==> src/rtl/easy6502_io_pkg.sv <==
// easy6502 I/O responder shared definitions.
// Addresses, LFSR taps and RX FSM encoding.
package easy6502_io_pkg;

  localparam logic [15:0] IO_RNG_ADDR = 16'h00FE;
  localparam logic [15:0] IO_KEY_ADDR = 16'h00FF;
  localparam logic [15:0] LFSR_TAPS   = 16'hB400;

  localparam logic [2:0] RX_WAIT_IDLE = 3'd0;
  localparam logic [2:0] RX_IDLE      = 3'd1;
  localparam logic [2:0] RX_START     = 3'd2;
  localparam logic [2:0] RX_DATA      = 3'd3;
  localparam logic [2:0] RX_STOP      = 3'd4;

  function automatic logic [15:0] lfsr_next(
    input logic [15:0] s
  );
    return (s >> 1) ^ (s[0] ? LFSR_TAPS : 16'h0000);
  endfunction

endpackage

==> src/rtl/easy6502_io_uart_rx.sv <==
// 8N1 serial receiver with input synchroniser.
// Emits one-cycle byte_valid / frame_err pulses.
module uart_rx
  import easy6502_io_pkg::*;
#(
  parameter int BAUD_DIV = 217
) (
  input  logic       clk,
  input  logic       reset,
  input  logic       rx,
  output logic [7:0] byte_data,
  output logic       byte_valid,
  output logic       frame_err
);

  localparam int CW = $clog2(BAUD_DIV + 1);
  localparam logic [CW-1:0] HALF = CW'(BAUD_DIV / 2);
  localparam logic [CW-1:0] LAST = CW'(BAUD_DIV - 1);
  localparam logic [CW-1:0] SETTLE = CW'(2);

  logic          s1;
  logic          s2;
  logic [2:0]    state;
  logic [CW-1:0] cnt;
  logic [2:0]    bit_idx;
  logic [7:0]    shift;

  assign byte_data = shift;

  // Two-flop synchroniser for the asynchronous line.
  always_ff @(posedge clk or posedge reset) begin
    if (reset) begin
      s1 <= 1'b1;
      s2 <= 1'b1;
    end else begin
      s1 <= rx;
      s2 <= s1;
    end
  end

  // Frame FSM; sync flops reset high, so WAIT_IDLE
  // lets real line values flush through first.
  always_ff @(posedge clk or posedge reset) begin
    if (reset) begin
      state      <= RX_WAIT_IDLE;
      cnt        <= '0;
      bit_idx    <= '0;
      shift      <= '0;
      byte_valid <= 1'b0;
      frame_err  <= 1'b0;
    end else begin
      byte_valid <= 1'b0;
      frame_err  <= 1'b0;
      case (state)
        RX_WAIT_IDLE: begin
          if (cnt < SETTLE) begin
            cnt <= cnt + 1'b1;
          end else if (s2) begin
            cnt   <= '0;
            state <= RX_IDLE;
          end
        end
        RX_IDLE: begin
          if (!s2) begin
            cnt   <= '0;
            state <= RX_START;
          end
        end
        RX_START: begin
          if (cnt == HALF) begin
            if (s2) begin
              state <= RX_IDLE;
            end else begin
              cnt     <= '0;
              bit_idx <= '0;
              state   <= RX_DATA;
            end
          end else begin
            cnt <= cnt + 1'b1;
          end
        end
        RX_DATA: begin
          if (cnt == LAST) begin
            cnt            <= '0;
            shift[bit_idx] <= s2;
            if (bit_idx == 3'd7) begin
              state <= RX_STOP;
            end else begin
              bit_idx <= bit_idx + 1'b1;
            end
          end else begin
            cnt <= cnt + 1'b1;
          end
        end
        RX_STOP: begin
          if (cnt == LAST) begin
            cnt <= '0;
            if (s2) begin
              byte_valid <= 1'b1;
            end else begin
              frame_err <= 1'b1;
            end
            state <= RX_IDLE;
          end else begin
            cnt <= cnt + 1'b1;
          end
        end
        default: begin
          state <= RX_WAIT_IDLE;
          cnt   <= '0;
        end
      endcase
    end
  end

endmodule

==> src/rtl/easy6502_io.sv <==
// easy6502 memory-mapped I/O: $FE random, $FF key.
// Read data is registered to match RAM latency.
module easy6502_io
  import easy6502_io_pkg::*;
#(
  parameter int          CLK_HZ    = 25000000,
  parameter int          BAUD      = 115200,
  parameter logic [15:0] LFSR_SEED = 16'hACE1
) (
  input  logic        clk,
  input  logic        reset,
  input  logic [15:0] cpu_addr,
  input  logic        cpu_we,
  input  logic [7:0]  cpu_wdata,
  input  logic        cpu_ready,
  input  logic        uart_rx,
  output logic        io_hit,
  output logic [7:0]  io_rdata,
  output logic        key_strobe,
  output logic        frame_err
);

  localparam int BAUD_DIV = CLK_HZ / BAUD;

  logic [15:0] lfsr;
  logic [7:0]  key;
  logic [7:0]  rx_byte;
  logic        rx_valid;
  logic        is_rng;
  logic        is_key;

  assign is_rng = (cpu_addr == IO_RNG_ADDR);
  assign is_key = (cpu_addr == IO_KEY_ADDR);

  uart_rx #(
    .BAUD_DIV(BAUD_DIV)
  ) u_rx (
    .clk       (clk),
    .reset     (reset),
    .rx        (uart_rx),
    .byte_data (rx_byte),
    .byte_valid(rx_valid),
    .frame_err (frame_err)
  );

  // Free-running Galois LFSR.
  always_ff @(posedge clk or posedge reset) begin
    if (reset) begin
      lfsr <= LFSR_SEED;
    end else begin
      lfsr <= lfsr_next(lfsr);
    end
  end

  // Key register; a received byte beats a CPU write.
  always_ff @(posedge clk or posedge reset) begin
    if (reset) begin
      key        <= '0;
      key_strobe <= 1'b0;
    end else begin
      key_strobe <= rx_valid;
      if (rx_valid) begin
        key <= rx_byte;
      end else if (cpu_ready && cpu_we && is_key) begin
        key <= cpu_wdata;
      end
    end
  end

  // Registered bus read response; holds while RDY low.
  always_ff @(posedge clk or posedge reset) begin
    if (reset) begin
      io_hit   <= 1'b0;
      io_rdata <= '0;
    end else if (cpu_ready) begin
      if (cpu_we) begin
        io_hit <= 1'b0;
      end else begin
        io_hit <= is_rng | is_key;
        unique case (1'b1)
          is_rng:  io_rdata <= lfsr[7:0];
          is_key:  io_rdata <= key;
          default: io_rdata <= '0;
        endcase
      end
    end
  end

endmodule
==> config.mk <==
export PLATFORM = sky130hd
export DESIGN_NAME = easy6502_io
export DESIGN_NICKNAME = d
export VERILOG_FILES = /design/src/rtl/easy6502_io_pkg.sv /design/src/rtl/easy6502_io_uart_rx.sv /design/src/rtl/easy6502_io.sv
export SDC_FILE = /design/constraint.sdc
export NUM_CORES = 1
export LEC_CHECK = 0
export ABC_AREA = 1
export CAP_MARGIN = 20
export CORE_MARGIN = 2
export CORE_UTILIZATION = 47
export CTS_BUF_LIST = sky130_fd_sc_hd__clkbuf_16
export CTS_CLUSTER_DIAMETER = 120
export DETAILED_ROUTE_END_ITERATION = 6
export PLACE_DENSITY = 0.8
export SYNTH_ARGS = -nofsm -noshare
export SYNTH_HDL_FRONTEND = slang
export SYNTH_SLANG_ARGS = --single-unit
==> constraint.sdc <==
create_clock -name clk -period 2.05 [get_ports clk]
set_input_delay 0.205 -clock clk [delete_from_list [all_inputs] [get_ports clk]]
set_output_delay 0.205 -clock clk [all_outputs]
set_load 0.01 [all_outputs]
* Word level (Yosys, flattened, before mapping)
Index checks and enable logic that the tools add are counted.
Storage, ports and cells: logic and storage cells 85, flip-flop bits (word level) 60, output and inout port bits 11, input port bits 29
Operators by class: add/subtract/negate cells 2, muxes and demuxes 34, bitwise logic cells 3, reductions and logical operators 11, $lt $le $gt $ge 3, equal/unequal tests 19
Operators with widths (count):
- 2-to-1 mux 8 bit | 7
- 2-to-1 mux 3 bit | 11
- equality test 16 x 8 -> 1 bit (second input constant) | 2
- one-hot mux 8 bit (4 select lines) | 1
- 2-to-1 mux 16 bit | 1
- one-hot mux 8 bit (2 select lines) | 1
- bitwise XOR 15 x 16 -> 16 bit | 1
- one-hot mux 3 bit (5 select lines) | 1
- inequality test 2 x 1 -> 1 bit (second input constant) | 5
- adder 8 x 1 -> 8 bit (second input constant) | 1
- bitwise mux 8 bit | 1
- equality test 8 x 7 -> 1 bit (second input constant) | 1
- equality test 8 bit (second input constant) | 1
- less-than comparator 8 x 2 -> 1 bit (second input constant) | 1
- 2-to-1 mux 1 bit | 8
- inequality test 2 bit (second input constant) | 4
- AND reduction 7 bit | 1
- equality test 3 x 2 -> 1 bit (second input constant) | 2
- equality test 3 bit (second input constant) | 2
- one-hot mux 3 bit (2 select lines) | 1
- AND reduction 5 bit | 1
- less-than comparator 3 x 4 -> 1 bit (second input constant) | 1
- AND reduction 2 bit | 2
- nonzero test 2 bit | 2
- other kinds (11) | 13

* Depth between registers and ports, before layout
Gate-level depths: netlist of the first run.
depth in word-level cells 5, depth in mapped cells 11, mapped depth without buffers 11

* Modules after synthesis
From an unflattened synthesis of the first run, not the netlist that was laid out.
Second synthesis, totals: cells, all modules 402, area total of the unflattened synthesis 3126.7 µm²
Modules (own cells, without submodules):
- uart_rx | cells each 229, instances 1, area an instance 1636.6 µm², seq. area each 653.1 µm²
- easy6502_io | cells each 173, instances 1, area an instance 1490.2 µm², seq. area each 860.8 µm²

* Worst setup path after synthesis of the first run
No wires, ideal clock.
path type register -> register, start reg u_rx.cnt[0], end reg u_rx.state[0], setup time 0.117 ns, path buffers 0, arrival 1.408 ns, data required time 1.933 ns, slack 0.525 ns, cell stages (with the launch flop) 12, period minus slack after synthesis 1.525 ns, cells stage by stage dfrtp_1 > inv_1 > ha_1 > nand2_2 > nor2_4 > nand2_2 > nand2_4 > nand2_2 > nor2_4 > nand2_2 > nand2_1 > nand2_1
Between the ends: cells in the longest elaborated chain, start to end 3, elaborated cells between the ends (all ways) 8, classes of those cells order compare (1); eq/ne (6); reduce/logical (1)
Ends and longest elaborated chain:
- from (decl) | RTL line easy6502_io_uart_rx.sv:24 | logic [CW-1:0] cnt;
- from (signal assigned) | RTL line easy6502_io_uart_rx.sv:57 | cnt <= cnt + 1'b1;
- from (signal assigned) | RTL line easy6502_io_uart_rx.sv:79 | cnt <= cnt + 1'b1;
- from (signal assigned) | RTL line easy6502_io_uart_rx.sv:92 | cnt <= cnt + 1'b1;
- less-than comparator 8 x 2 -> 1 bit (tied with other cells) | RTL line easy6502_io_uart_rx.sv:56 | if (cnt < SETTLE) begin
- inequality test 2 bit (no line) or inequality test 2 x 1 -> 1 bit (tied branches)
- AND reduction 7 bit (no line) (*)
- to (signal assigned) | RTL line easy6502_io_uart_rx.sv:60 | state <= RX_IDLE;
- to (signal assigned) | RTL line easy6502_io_uart_rx.sv:66 | state <= RX_START;
- to (signal assigned) | RTL line easy6502_io_uart_rx.sv:72 | state <= RX_IDLE;
- to (decl) | RTL line easy6502_io_uart_rx.sv:23 | logic [2:0] state;
Mark *: on every way between the ends. The rest lies on a longest branch, timed or not. A chain may end at the register's enable or synchronous reset.

* Worst setup path after layout of the first run
start reg u_rx.cnt[0], end reg u_rx.cnt[5]
Between the ends: cells in the longest elaborated chain, start to end 3, elaborated cells between the ends (all ways) 9, classes of those cells add/sub (1); order compare (1); eq/ne (3); mux (4)
Ends and longest elaborated chain:
- adder 8 x 1 -> 8 bit (tied with other cells)
- 2-to-1 mux 8 bit (on tied branches)
- one-hot mux 8 bit (4 select lines) | RTL line easy6502_io_uart_rx.sv:54 | case (state)
Parallel ways exist; a longest one is shown, timed or not.

==> results of run 1 <==
-- layout by cell type, fill, tap and decap left out, types with 3 or more instances in the layout --
| cell | netlist | final |
|---|---|---|
| buf_4 | 3 | 4 |
| clkbuf_16 | 0 | 9 |
| clkdlybuf4s50_1 | 0 | 39 |
| clkinv_1 | 1 | 3 |
| dfrtp_1 | 50 | 50 |
| dfstp_2 | 10 | 10 |
| ha_1 | 4 | 4 |
| inv_1 | 35 | 35 |
| inv_2 | 4 | 5 |
| nand2_1 | 134 | 134 |
| nand2_2 | 5 | 5 |
| nand2_4 | 3 | 3 |
| nand3_1 | 66 | 66 |
| nand4_1 | 12 | 12 |
| nor2_1 | 26 | 26 |
| nor2_2 | 3 | 3 |
| nor2_4 | 5 | 5 |
| nor3_1 | 3 | 3 |
| o21ai_1 | 12 | 12 |
| xor2_1 | 3 | 3 |
-- how the worst max path moves through the flow --
stage	depth (start not counted)	end	slack, ns	startpoint
2_1_floorplan	1	io_hit	0.38	reset
3_3_place_gp	9	u_rx.cnt[3]	0.41	u_rx.cnt[0]
3_5_place_dp	9	u_rx.cnt[7]	0.33	u_rx.cnt[0]
4_1_cts	9	u_rx.cnt[7]	0.30	u_rx.cnt[0]
5_1_grt	9	u_rx.cnt[5]	0.13	u_rx.cnt[0]
6_report	9	u_rx.cnt[5]	0.28	u_rx.cnt[0]
-- routing by layer --
layer | GRT usage (%) | vias to the layer above
li1 | - | 1371
met5 | 0 | -
met2 | 31.96 | 81
met4 | 7.937 | 0
met1 | 24.78 | 1261
met3 | 4.183 | 11
-- metrics by stage --
step	instance area, µm²	std cells	power, mW	setup slack [ns]
2_1_floorplan	3109	395	1.882	0.3769
3_3_place_gp	3606	509	2.052	0.4126
3_5_place_dp	3606	509	2.077	0.3268
4_1_cts	3890	525	3.528	0.2956
5_1_grt	3890	525	3.696	0.1350
6_report	3890	525	3.510	0.2784
-- power groups by stage --
stage / clock [mW] / sequential (mW) / combinational (mW)
global route: 1.52 / 1.33 / 0.849
global placement: 0 / 1.34 / 0.715
floorplan: 0 / 1.31 / 0.571
finish: 1.43 / 1.33 / 0.758
CTS: 1.46 / 1.32 / 0.748
detailed placement: 0 / 1.34 / 0.737
-- cell type report --
cell class | count | area [µm²] | area share [%]
clock buffers | 9 | 225.2 | 5.790
clock inverters | 7 | 58.81 | 1.512
inverters | 40 | 150.1 | 3.860
multi-input cells | 288 | 1405 | 36.12
flip-flops and latches | 60 | 1514 | 38.92
well taps | 77 | 96.34 | 2.477
repair buffers | 44 | 440.4 | 11.32
-- flip-flops by register name, indices dropped and copies added (netlist names) --
name             cells
io_rdata             8
u_rx.frame_err       1
lfsr                16
u_rx.s2              1
io_hit               1
key                  8
u_rx.byte_valid      1
u_rx.bit_idx         3
u_rx.state           3
u_rx.byte_data       8
u_rx.cnt             8
u_rx.s1              1
key_strobe           1
-- cells in the mapped netlist (all sizes together) --
| cell type | number | area (µm²) |
|---|---|---|
| dfstp | 10 | 262.8 |
| dfrtp | 50 | 1251 |
| nor2 | 35 | 192.7 |
| a21oi | 1 | 5.000 |
| nand3 | 66 | 330.3 |
| o21bai | 1 | 7.510 |
| nand3b | 2 | 18.77 |
| nand4 | 12 | 75.07 |
| clkinv | 1 | 3.750 |
| clkbuf | 2 | 7.510 |
| inv | 39 | 146.4 |
| o21ai | 16 | 87.59 |
| xor2 | 3 | 26.28 |
| nand2 | 142 | 568.0 |
| buf | 5 | 32.53 |
| nor3 | 5 | 35.03 |
| ha | 4 | 50.05 |
| xnor2 | 1 | 8.760 |
-- worst reg2reg max path, cell delays in order, from the launching register on --
cell and delay, ns:
dfrtp_1 0.45, inv_1 0.15, ha_1 0.17, nand2_2 0.09, nor2_4 0.14, nand2_4 0.12
o21ai_2 0.13, nand3_1 0.21, nand2_1 0.11, nand3_1 0.07
-- cells by family after synthesis --
kind of cell / count (synthesis)
compound gates: 18
fa+ha+maj: 4
flops: 60
buf+inv: 47
xor+xnor: 4
simple gates: 262
==> qor.yml, run 1 <==
status: "complete, no violations"
path_delay_family: "simple AND/OR/NAND/NOR gates"
drc: 0
port_buffers: 39
max_stage_delay_ns: 0.45
ant_nets: 0
cts_tree: "built"
layout-drive-gt1-share_pct: 12.28
nets: 476
top_layer_used: "met4"
reg2reg_to: "u_rx.cnt[5]"
tightest_slew_ns: 0.5264
cts_buffer_depth: 2
max_freq_mhz: 564.5
track_usage_pct: 19.37
dpl.hpwl_um: 4606
synth-seq-area-share_pct: 48.69
fin_crit_sh_pct: 86.42
setup-tns-final_ns: 0
holdWs_ns: 0.2522
synth_area_mm2: 0.003109
cts_made_buffers: 9
wl_met3_um: 354
antenna_cells: 0
swShare_pct: 30.85
power.leakage_nw: 1.910
antenna_found_initial: 0
hold_path_class: "input pin to asynchronous set/reset pin"
grt_pass1_wl_um: 11220
drt-met1-wl_um: 2817
r2r_cells: 9
combPwrFrac_pct: 21.6
gp_congestion: 0.8913
period_needed_ns: 1.772
peakVddDrop_uv: 815.0
io_pins: 40
power.share.sequential_pct: 37.8
worstPathRequired_ns: 2.25
maxSlewViolCount: 0
routed_wl_um: 6465
synth_compound_area_share_pct: 3.219
grt_max_degree: 61
postCtsSetupRepairBufs: 0
internal-power_mw: 2.427
worstPathCellList: "inv_1, ha_1, nand2_2, nor2_4, nand2_4, o21ai_2, nand3_1, nand2_1, nand3_1"
endpoint_kind: "flip-flop"
clk_latency_ns: 0.33
yosys.area_share.simple_pct: 39.24
synth_seq_cells: 60
vias_per_cell: 5.189
grt.overflow.total: 0
maxCapViolCount: 0
die_y_um: 85.34
utilization_pct: 60.91
vias: 2724
finalHoldViolations: 0
cp_max_fo: 10
r2r_start: "u_rx.cnt[0]"
core_area_mm2: 0.006386
skew_ns: 0.002330
synth_mux_area_share_pct: 0
area_growth_pct: 25.11
rows: 29
syn_nets: 428
power.switching_mw: 1.083
grt_pass1_vias: 2565
cts_sinks: 60
rsz0062_at_grt: "false"
h-tree-depth: 3
reg2reg_slack_ns: 0.28
cp.arrival_ns: 1.97
yosysUniqueCellTypes: 29
die_area_mm2: 0.007282
cp-start-kind: "flip-flop"
cp_num_buf_inv: 1
synth_xor_area_share_pct: 1.127
fillers: 556
synth_cells: 395
path_clk_slew_ns: 0.05
cpMostUsedCell: "nand3_1"
ys_warn_count: 0
synth_top_family_by_area: "simple AND/OR/NAND/NOR gates"
die_x_um: 85.34
max-slew-margin-rel_pct: 64.72
cp_slowest_cell: "dfrtp_1"
routedWlPerCell_um: 12.31
firstDrtPassIters: 5
first_iter_violations: 189
start_util_pct: 48.69
clkPwrFrac_pct: 40.6
crit_type: "flip-flop to flip-flop"
cts_resized: 0
synthAdderAreaFrac_pct: 1.610
cts_root_buf: "clkbuf_16"
met2_length_um: 3192
pwr_density_cell_mw_per_mm2: 902.4
syn_area_per_cell_um2: 7.871
finalSetupViolCount: 0
ctsHoldBuffers: 0
Power figures use the tool's default switching activity.
==> run 2: changes to the inputs <==
- CORE_UTILIZATION: 47 -> 55
- PLACE_DENSITY: 0.8 -> 0.89
==> run 2 against run 1 <==
Design area up 2.3%. Sequential power about the same. Critical path depth unchanged. Fmax up 2.7%. Die area down 14%. Clock power up 30%. Sequential share of layout area down 0.87 points. Wire length up 10%. Largest cell class unchanged. Highest routed layer unchanged.
==> qor.yml, run 2 (synthesis results as in run 1) <==
antenna_found_initial: 0  # unchanged
power.leakage_nw: 1.954  # +2.3%
cts_resized: 0  # unchanged
ant_nets: 0  # unchanged
worstPathCellList: "inv_1, ha_1, nand2_2, nor2_4, nand2_4, o21ai_2, nand3_1, nand2_1, nand3_1"
largest_reg_flops: 16  # unchanged
placed_area_mm2: 0.003607  # about the same
regMostFlops: "lfsr"
io_pins: 40  # unchanged
die_y_um: 79.19  # -7.2%
track_usage_pct: 25.46  # +6.1 points
rows: 27  # -6.9%
grt_pass1_wl_um: 12360  # +10%
die_x_um: 79.19  # -7.2%
dpl.hpwl_um: 4918  # +6.8%
h-tree-depth: 3  # unchanged
ctsHoldBuffers: 0  # unchanged
design_area_mm2: 0.003979  # +2.3%
core_area_mm2: 0.005473  # -14%
finalHoldViolations: 0  # unchanged
maxCapViolCount: 0  # unchanged
start_util_pct: 56.81  # +8.1 points
crit_type: "flip-flop to flip-flop"
grt.overflow.total: 0  # unchanged
finalSetupViolCount: 0  # unchanged
cts_tree: "built"
peakVddDrop_uv: 972.0  # +19%
fin_crit_sh_pct: 84.18  # -2.2 points
area_growth_pct: 27.97
nets: 477  # +0.21%
fillers: 397  # -29%
maxSlewViolCount: 0  # unchanged
die_area_mm2: 0.006270  # -14%
rsz0062_at_grt: "false"
cpMostUsedCell: "nand3_1"
drc: 0  # unchanged
period_needed_ns: 1.726  # -0.04591 ns
cts_sinks: 60  # unchanged
max_freq_mhz: 579.5  # +2.7%
skew_ns: 0.004766  # +0.002436 ns
tightest_slew_ns: 0.4837  # -0.04267 ns
gp_congestion: 0.9916  # +11%
status: "complete, no violations"
cp_slowest_cell: "dfrtp_1"
setup-tns-final_ns: 0  # unchanged
layout_setup_ws_ns: 0.3243  # +0.04591 ns
layout-drive-gt1-share_pct: 13.14  # +0.86 points
cts_buffer_depth: 2  # unchanged
postCtsSetupRepairBufs: 0  # unchanged
grt_max_degree: 31  # -49%
cp_max_fo: 10  # unchanged
endpoint_kind: "flip-flop"
port_buffers: 39  # unchanged
worstPathRequired_ns: 2.26  # about the same
holdWs_ns: 0.1593  # -0.09297 ns
power.total_mw: 3.944  # +12%
cts_made_buffers: 9  # unchanged
max_stage_delay_ns: 0.44  # about the same
pwr_density_cell_mw_per_mm2: 991.3  # +9.9%
first_iter_violations: 203  # +7.4%
place_worst_setup_slack_ns: 0.3280  # +0.001190 ns
max-slew-margin-rel_pct: 67.63  # +2.9 points
mostFrequentLayoutCell: "nand2_1"
vias_per_cell: 5.374  # +3.6%
path_clk_slew_ns: 0.05  # about the same
antenna_cells: 0  # unchanged
routed_wl_um: 7111  # +10%
routedWlPerCell_um: 13.65  # +11%
grt_pass1_vias: 2763  # +7.7%
firstDrtPassIters: 4  # -1
vias: 2800  # +2.8%
layout_common_cells: "134 x nand2_1, 66 x nand3_1, 50 x dfrtp_1"
cts_root_buf: "clkbuf_16"
cp.arrival_ns: 1.93  # -0.04 ns
cp-start-kind: "flip-flop"
clk_latency_ns: 0.32  # about the same
hold_path_class: "input pin to asynchronous set/reset pin"
run 2: cell count changes in the layout (fill, tap and decap cells not counted):
cell        previous run  this run
buf_4                  4         5
bufinv_16              1         4
clkinv_1               3         1
clkinv_2               2         0
clkinv_4               0         2
clkinvlp_4             1         0
inv_1                 35        34
inv_6                  0         1
run 2: area by class of cell:
type	count	area, µm²	share of cell area [%]
clock buffers	9	225.2	5.660
clock inverters	7	146.4	3.679
inverters	40	150.1	3.774
multi-input cells	288	1405	35.31
flip-flops and latches	60	1514	38.05
well taps	72	90.09	2.264
repair buffers	45	447.9	11.26
run 2: routing by layer:
layer / global-route usage, % / vias up / part of all wire (%)
li1: - / 1370 / -
met1: 30.40 / 1311 / 40
met2: 42.88 / 98 / 51
met3: 5.909 / 21 / 6.1
met4: 13.28 / 0 / 2.5
met5: 0 / - / 0
run 2: metrics by stage:
| stage | util [%] | instances |
|---|---|---|
| 4_1_cts | 72.70 | 521 |
| 3_3_place_gp | 65.91 | 505 |
| 5_1_grt | 72.70 | 521 |
| 3_5_place_dp | 65.91 | 505 |
| 6_report | 72.70 | 521 |
| 2_1_floorplan | - | 395 |
run 2: critical path, delay by kind of cell, from the launching register on:
kind / cells / cell delay, ns
DFF: 1 / 0.44
AOI/OAI and AO/OA: 1 / 0.14
adders and majority gates: 1 / 0.17
and+or+nand+nor: 6 / 0.72
buffers and inverters: 1 / 0.14
run 2: path summary, 6_finish.rpt:
path / startpoint / to / slack, ns / cells past startpoint
max: u_rx.cnt[0] / u_rx.cnt[3] / 0.32 / 9
max reg2reg: u_rx.cnt[0] / u_rx.cnt[3] / 0.32 / 9
max in group asynchronous: reset / lfsr[15] / 1.30 / 3
min: reset / lfsr[14] / 0.16 / 2
min reg2reg: lfsr[9] / lfsr[8] / 0.36 / 0
min in group clk: uart_rx / u_rx.s1 / 0.31 / 1
run 2: report_power, final:
group	switching [mW]	internal, mW
registers	0.0928	1.24
clock network	0.544	1.32
logic	0.484	0.268
